==> config.mk <==
export PLATFORM = sky130hd
export DESIGN_NAME = imem_loader
export DESIGN_NICKNAME = d
export VERILOG_FILES = /design/src/rtl/imem_loader.sv
export SDC_FILE = /design/constraint.sdc
export NUM_CORES = 1
export LEC_CHECK = 0
export ABC_AREA = 1
export CORE_MARGIN = 4
export CORE_UTILIZATION = 54
export CTS_BUF_LIST = sky130_fd_sc_hd__clkbuf_4
export CTS_CLUSTER_SIZE = 30
export DETAILED_ROUTE_END_ITERATION = 8
export MAX_ROUTING_LAYER = met4
export PLACE_DENSITY = 0.78
export SLEW_MARGIN = 20
export SYNTH_ARGS = -nofsm -noshare
export SYNTH_HDL_FRONTEND = slang
export SYNTH_SLANG_ARGS = --single-unit
export TNS_END_PERCENT = 30
==> constraint.sdc <==
create_clock -name clk -period 2.15 [get_ports clk]
set_input_delay 0.645 -clock clk [delete_from_list [all_inputs] [get_ports clk]]
set_output_delay 0.645 -clock clk [all_outputs]
set_load 0.005 [all_outputs]
==> src/rtl/imem_loader.sv <==
// imem_loader: boot-time instruction-memory loader.
// Takes a byte stream made of a 16-bit word count N (high byte first)
// followed by N big-endian 32-bit words. It writes the words to
// instruction memory at sequential addresses starting at 0, and holds the
// CPU stalled until the whole image is in memory.
module imem_loader #(
    parameter int unsigned DEPTH = 65536
) (
    input  logic        clk,
    input  logic        rst_n,
    input  logic        start,
    input  logic [7:0]  byte_data,
    input  logic        byte_valid,
    output logic        byte_ready,
    output logic        mem_we,
    output logic [15:0] mem_addr,
    output logic [31:0] mem_wdata,
    output logic        cpu_hold,
    output logic        done,
    output logic        overflow,
    output logic [15:0] words_loaded
);

    typedef enum logic [2:0] {
        S_IDLE   = 3'd0,
        S_LEN_HI = 3'd1,
        S_LEN_LO = 3'd2,
        S_DATA   = 3'd3,
        S_WRITE  = 3'd4,
        S_DONE   = 3'd5
    } state_t;

    // 17 bits so that the full 64K depth can be represented
    localparam logic [16:0] DEPTH_L = 17'(DEPTH);

    // True when a word index addresses a real memory location
    function automatic logic in_range(input logic [15:0] idx);
        return ({1'b0, idx} < DEPTH_L);
    endfunction

    state_t      state_q, state_d;
    logic [15:0] len_q, len_d;
    logic [1:0]  cnt_q, cnt_d;
    logic [31:0] word_q, word_d;
    logic [15:0] idx_q, idx_d;
    logic [15:0] words_q, words_d;
    logic        mem_we_q, mem_we_d;
    logic        done_q, done_d;
    logic        cpu_hold_q, cpu_hold_d;
    logic        overflow_q, overflow_d;
    logic        ready_s;
    logic        xfer_s;
    logic [15:0] len_lo_s;
    logic [15:0] idx_next_s;

    // The loader may take a byte only in the length or data phases
    assign ready_s    = (state_q == S_LEN_HI) || (state_q == S_LEN_LO) || (state_q == S_DATA);
    assign xfer_s     = ready_s && byte_valid;
    assign len_lo_s   = {len_q[15:8], byte_data};
    assign idx_next_s = idx_q + 16'd1;

    // Next-state and next-output computation for the load sequence
    always_comb begin
        state_d    = state_q;
        len_d      = len_q;
        cnt_d      = cnt_q;
        word_d     = word_q;
        idx_d      = idx_q;
        words_d    = words_q;
        overflow_d = overflow_q;
        mem_we_d   = 1'b0;
        case (state_q)
            S_IDLE, S_DONE: begin
                // a start from either resting state begins a fresh load
                if (start) begin
                    state_d    = S_LEN_HI;
                    idx_d      = 16'd0;
                    words_d    = 16'd0;
                    overflow_d = 1'b0;
                    cnt_d      = 2'd0;
                end else begin
                    state_d = state_q;
                end
            end
            S_LEN_HI: begin
                if (xfer_s) begin
                    len_d   = {byte_data, len_q[7:0]};
                    state_d = S_LEN_LO;
                end else begin
                    state_d = S_LEN_HI;
                end
            end
            S_LEN_LO: begin
                if (xfer_s) begin
                    len_d = len_lo_s;
                    cnt_d = 2'd0;
                    if (len_lo_s == 16'd0) begin
                        state_d = S_DONE;
                    end else begin
                        state_d = S_DATA;
                    end
                end else begin
                    state_d = S_LEN_LO;
                end
            end
            S_DATA: begin
                if (xfer_s) begin
                    word_d = {word_q[23:0], byte_data};
                    cnt_d  = cnt_q + 2'd1;
                    if (cnt_q == 2'd3) begin
                        // the write strobe is registered so it lines up with WRITE
                        state_d  = S_WRITE;
                        mem_we_d = in_range(idx_q);
                    end else begin
                        state_d = S_DATA;
                    end
                end else begin
                    state_d = S_DATA;
                end
            end
            S_WRITE: begin
                if (in_range(idx_q)) begin
                    words_d = words_q + 16'd1;
                end else begin
                    overflow_d = 1'b1;
                end
                idx_d = idx_next_s;
                if (idx_next_s == len_q) begin
                    state_d = S_DONE;
                end else begin
                    state_d = S_DATA;
                end
            end
            default: begin
                state_d = S_IDLE;
            end
        endcase
        done_d     = (state_d == S_DONE);
        cpu_hold_d = (state_d != S_DONE);
    end

    // State and registered outputs; an abort via rst_n returns everything to idle
    always_ff @(posedge clk or negedge rst_n) begin
        if (!rst_n) begin
            state_q    <= S_IDLE;
            len_q      <= 16'd0;
            cnt_q      <= 2'd0;
            word_q     <= 32'd0;
            idx_q      <= 16'd0;
            words_q    <= 16'd0;
            mem_we_q   <= 1'b0;
            done_q     <= 1'b0;
            cpu_hold_q <= 1'b1;
            overflow_q <= 1'b0;
        end else begin
            state_q    <= state_d;
            len_q      <= len_d;
            cnt_q      <= cnt_d;
            word_q     <= word_d;
            idx_q      <= idx_d;
            words_q    <= words_d;
            mem_we_q   <= mem_we_d;
            done_q     <= done_d;
            cpu_hold_q <= cpu_hold_d;
            overflow_q <= overflow_d;
        end
    end

    assign byte_ready   = ready_s;
    assign mem_we       = mem_we_q;
    assign mem_addr     = idx_q;
    assign mem_wdata    = word_q;
    assign cpu_hold     = cpu_hold_q;
    assign done         = done_q;
    assign overflow     = overflow_q;
    assign words_loaded = words_q;

endmodule

==> flow_summary_export.csv <==
group,metric,value,unit
detailed_routing,drt-pass1-iter-count,5,
power_and_ir_drop,vdd_drop_max,741,µV
synth,ys_ff_latch,88,
synth,syn-instance-count,499,
clock_network,clkTransAtPathRegs,0.15,ns
clock_network,clock_path_buffers,2,
clock_network,cts_sink_count,88,
setup_path,crit_chain,"clkdlybuf4s50_1",
sta,finalClockSkew,0.0174,ns
grt,first_global_vias,3658,
detailed_routing,drtIter0Drc,304,
final_layout,drive_gt1_share,14.1,%
clock_network,ctsHoldBuffers,0,
synth,synthDominantCellAreaShare,50.4,%
floorplan,floorplan.initialDensity,55.6,%
final_layout,antenna_cells_inserted,0,
setup_path,crit_path_end_kind,"output port",
grt,grt.total_usage,23.6,%
setup_path,path_max_fanout,6,
detailed_routing,vias_per_cell,5.38,
synth,synthTopCellsByArea,"sky130_fd_sc_hd__dfrtp_1, sky130_fd_sc_hd__nand2_1, sky130_fd_sc_hd__mux2_2",
sta,hold_ws,0.100,ns
synth,yosysUniqueCellTypes,35,
detailed_routing,num_vias,3760,
setup_path,crit_path_start_kind,"flip-flop",
setup_path,crit_required,1.50,ns
floorplan,boundaryPins,81,
floorplan,fp.dieArea,0.00949,mm²
run,timing.max_cap.violations,0,
grt,globalRoute.totalOverflow,0,
placed_design,routabilityCongestion,0.923,
final_layout,seqCellArea,0.00221,mm²
synth,yosys.area.top_type,"sky130_fd_sc_hd__dfrtp_1",
detailed_routing,drt-wirelength-per-cell,15.2,µm
detailed_routing,wl,10600,µm
sta,period_minus_slack,2.10,ns
final_layout,fin_nets,607,
synth,synth.cell_area,0.00432,mm²
final_layout,multi_input_area,0.00184,mm²
setup_path,worstSetupPathDepth,1,
setup_path,worst-path-buf-inv,1,
final_layout,filler_cell_count,647,
grt,antenna_found_initial,0,
sta,timing.final.hold_violations,0,
final_layout,fin_util,70.3,%
floorplan,chipHeight,97.4,µm
clock_network,cts_root_buf,"sky130_fd_sc_hd__clkbuf_4",
setup_path,critPathKind,"flip-flop to output port",
detailed_routing,drcViolationCount,0,
sta,maxClockFrequency,477,MHz
worst_hold_path,timing.hold.worst.class,"input pin to asynchronous set/reset pin",
power_and_ir_drop,pwr_density_cell,987,mW/mm²
final_layout,synthToLayoutAreaGrowth,26.5,%
status,run_status,"complete, no violations",
clock_network,clk_latency,0.45,ns
clock_network,clock_tree.htree_level_count,3,
sta,report.final.slew_viol_count,0,
floorplan,site_row_count,32,
sta,final-setup-viol-count,0,
detailed_routing,antenna_left,0,
synth,yosysSeqAreaShare,51.0,%
synth,syn_area_per_cell,8.65,µm²
placed_design,detailedPlacementHpwl,8040,µm
grt,global_route_wire_length_before_repair,17800,µm
setup_path,timing.critical_path.slowest_stage_cell,"sky130_fd_sc_hd__clkdlybuf4s50_1",
clock_network,cts_tree,"done",
placed_design,numPortBuffers,79,
synth,synth.yosys.warnings,0,
floorplan,fp.coreArea,0.00777,mm²
synth,syn-num-nets,514,
setup_path,cpPeakStageDelay,0.54,ns
power_and_ir_drop,leakagePower,2.50,nW
setup_path,arrival,1.45,ns
clock_network,tritoncts.num_buffers,9,
setup_path,worst_r2r_path_depth,12,
grt,grt_max_degree,40,
sta,fin_crit_sh,97.6,%
setup_path,timing.critical_path.max_delay_family,"buffers and inverters",
floorplan,die_w,97.4,µm
==> worst paths after layout <==
kind,slack (ns),end,startpoint
hold reg to reg,0.49,words_loaded[15],words_loaded[15]
max in group asynchronous,1.53,words_loaded[13],rst_n
setup / recovery,0.05,mem_addr[11],mem_addr[11]
setup reg to reg,0.26,cpu_hold,mem_addr[1]
hold / removal,0.10,mem_wdata[3],rst_n
min in group clk,0.49,words_loaded[15],words_loaded[15]
==> placed cells by master, fill, tap and decap left out, types with 6 or more instances in the layout <==
cell	n
sky130_fd_sc_hd__buf_4	13
sky130_fd_sc_hd__o22ai_1	11
sky130_fd_sc_hd__mux2_2	26
sky130_fd_sc_hd__nand2_1	126
sky130_fd_sc_hd__a21oi_1	12
sky130_fd_sc_hd__nand4_1	12
sky130_fd_sc_hd__inv_1	53
sky130_fd_sc_hd__clkdlybuf4s50_1	75
sky130_fd_sc_hd__clkbuf_4	9
sky130_fd_sc_hd__dfrtp_2	6
sky130_fd_sc_hd__nor2_1	36
sky130_fd_sc_hd__o21ai_0	35
sky130_fd_sc_hd__dfrtp_1	81
sky130_fd_sc_hd__nor2_2	8
sky130_fd_sc_hd__nand3_1	41
==> state kept, by name, summed over array words and instances (netlist names) <==
register      flops
len_q            16
state_q           3
cpu_hold          1
mem_we            1
words_loaded     16
cnt_q             2
mem_addr         16
mem_wdata        32
done              1
==> worst register-to-register path: stages, from the launching register on <==
cell	delay, ns
sky130_fd_sc_hd__dfrtp_1	0.42
sky130_fd_sc_hd__ha_1	0.21
sky130_fd_sc_hd__nand3_1	0.13
sky130_fd_sc_hd__nor2_1	0.20
sky130_fd_sc_hd__nand2_1	0.08
sky130_fd_sc_hd__nand2_1	0.13
sky130_fd_sc_hd__nor2_1	0.05
sky130_fd_sc_hd__nor2_1	0.12
sky130_fd_sc_hd__nand2_1	0.08
sky130_fd_sc_hd__nor2_2	0.11
sky130_fd_sc_hd__nand4_1	0.13
sky130_fd_sc_hd__nand2_1	0.10
sky130_fd_sc_hd__nand2_1	0.06
==> layer usage <==
layer  part of all wire (%)  GRT usage, %  routed length [µm]
met2                     49          37.8                5190
met4                    1.9          7.56                 199
met3                    4.5          3.66                 479
met5                      0             -                   0
met1                     45          31.2                4740
==> timing repair <==
item / 4_1_cts / 5_1_grt
pin swaps: 1 / 0
resized for setup: 2 / 8
setup endpoints to repair: 2 / 8
buffers inserted: 3 / 0
hold endpoints to repair: 0 / 0
==> cells in the mapped netlist <==
| library cell | instances |
|---|---|
| sky130_fd_sc_hd__a211oi_1 | 1 |
| sky130_fd_sc_hd__a21oi_1 | 12 |
| sky130_fd_sc_hd__a22o_1 | 1 |
| sky130_fd_sc_hd__a22oi_1 | 2 |
| sky130_fd_sc_hd__a31oi_1 | 1 |
| sky130_fd_sc_hd__buf_2 | 5 |
| sky130_fd_sc_hd__buf_4 | 1 |
| sky130_fd_sc_hd__clkbuf_1 | 6 |
| sky130_fd_sc_hd__clkinv_1 | 3 |
| sky130_fd_sc_hd__conb_1 | 1 |
| sky130_fd_sc_hd__dfrtp_1 | 87 |
| sky130_fd_sc_hd__dfstp_2 | 1 |
| sky130_fd_sc_hd__ha_1 | 3 |
| sky130_fd_sc_hd__inv_1 | 53 |
| sky130_fd_sc_hd__inv_2 | 2 |
| sky130_fd_sc_hd__mux2_2 | 26 |
| sky130_fd_sc_hd__mux2i_1 | 2 |
| sky130_fd_sc_hd__nand2_1 | 126 |
| sky130_fd_sc_hd__nand2_2 | 2 |
| sky130_fd_sc_hd__nand2_4 | 1 |
| sky130_fd_sc_hd__nand3_1 | 41 |
| sky130_fd_sc_hd__nand3b_1 | 4 |
| sky130_fd_sc_hd__nand4_1 | 12 |
| sky130_fd_sc_hd__nor2_1 | 37 |
| sky130_fd_sc_hd__nor2_2 | 7 |
| sky130_fd_sc_hd__nor2_4 | 5 |
| sky130_fd_sc_hd__nor3_2 | 1 |
| sky130_fd_sc_hd__nor4_1 | 2 |
| sky130_fd_sc_hd__o21ai_0 | 35 |
| sky130_fd_sc_hd__o21ai_1 | 2 |
| sky130_fd_sc_hd__o21ai_2 | 1 |
| sky130_fd_sc_hd__o22ai_1 | 11 |
| sky130_fd_sc_hd__xnor2_1 | 2 |
| sky130_fd_sc_hd__xnor3_1 | 1 |
| sky130_fd_sc_hd__xor2_1 | 2 |
==> cell type report <==
class,instances,area share [%]
Timing Repair Buffer,94,17.2
Inverter,58,3.99
Clock buffer,9,1.24
Multi-Input combinational cell,341,33.8
Sequential cell,88,40.5
Tap cell,102,2.34
Clock inverter,7,0.986
==> cell families (layout without fill, tap and decap cells) <==
logic type | after synthesis | in the layout | synth area share (%)
compound gates | 66 | 66 | 8.35
xor+xnor | 5 | 5 | 1.33
fa+ha+maj | 3 | 3 | 0.870
buf+inv | 70 | 168 | 6.32
flops | 88 | 88 | 51.0
mux | 28 | 28 | 7.25
other cells | 1 | 1 | 0.0869
simple gates | 238 | 238 | 24.8
==> power by group <==
part | total (W) | internal (W) | switching [W] | leakage [nW]
sequential | 0.00245 | 0.00212 | 0.000336 | 1.14
clock | 0.000865 | 0.000248 | 0.000617 | 0.0610
combinational | 0.00207 | 0.00111 | 0.000955 | 1.29
total | 0.00539 | 0.00348 | 0.00191 | 2.50
==> metrics by stage <==
| stage | setup TNS [ns] | area (µm²) | total power (W) | setup WS, ns | instances |
|---|---|---|---|---|---|
| 2_1_floorplan | 0 | 4320 | 0.00349 | 0.474 | 499 |
| 3_3_place_gp | 0 | 5310 | 0.00446 | 0.0867 | 680 |
| 3_5_place_dp | -0.0498 | 5310 | 0.00454 | -0.0295 | 680 |
| 4_1_cts | 0 | 5450 | 0.00541 | 0.00375 | 699 |
| 5_1_grt | -0.0104 | 5460 | 0.00576 | -0.0104 | 699 |
| 6_report | 0 | 5460 | 0.00539 | 0.0526 | 699 |
(Power assumes the default switching activity.)
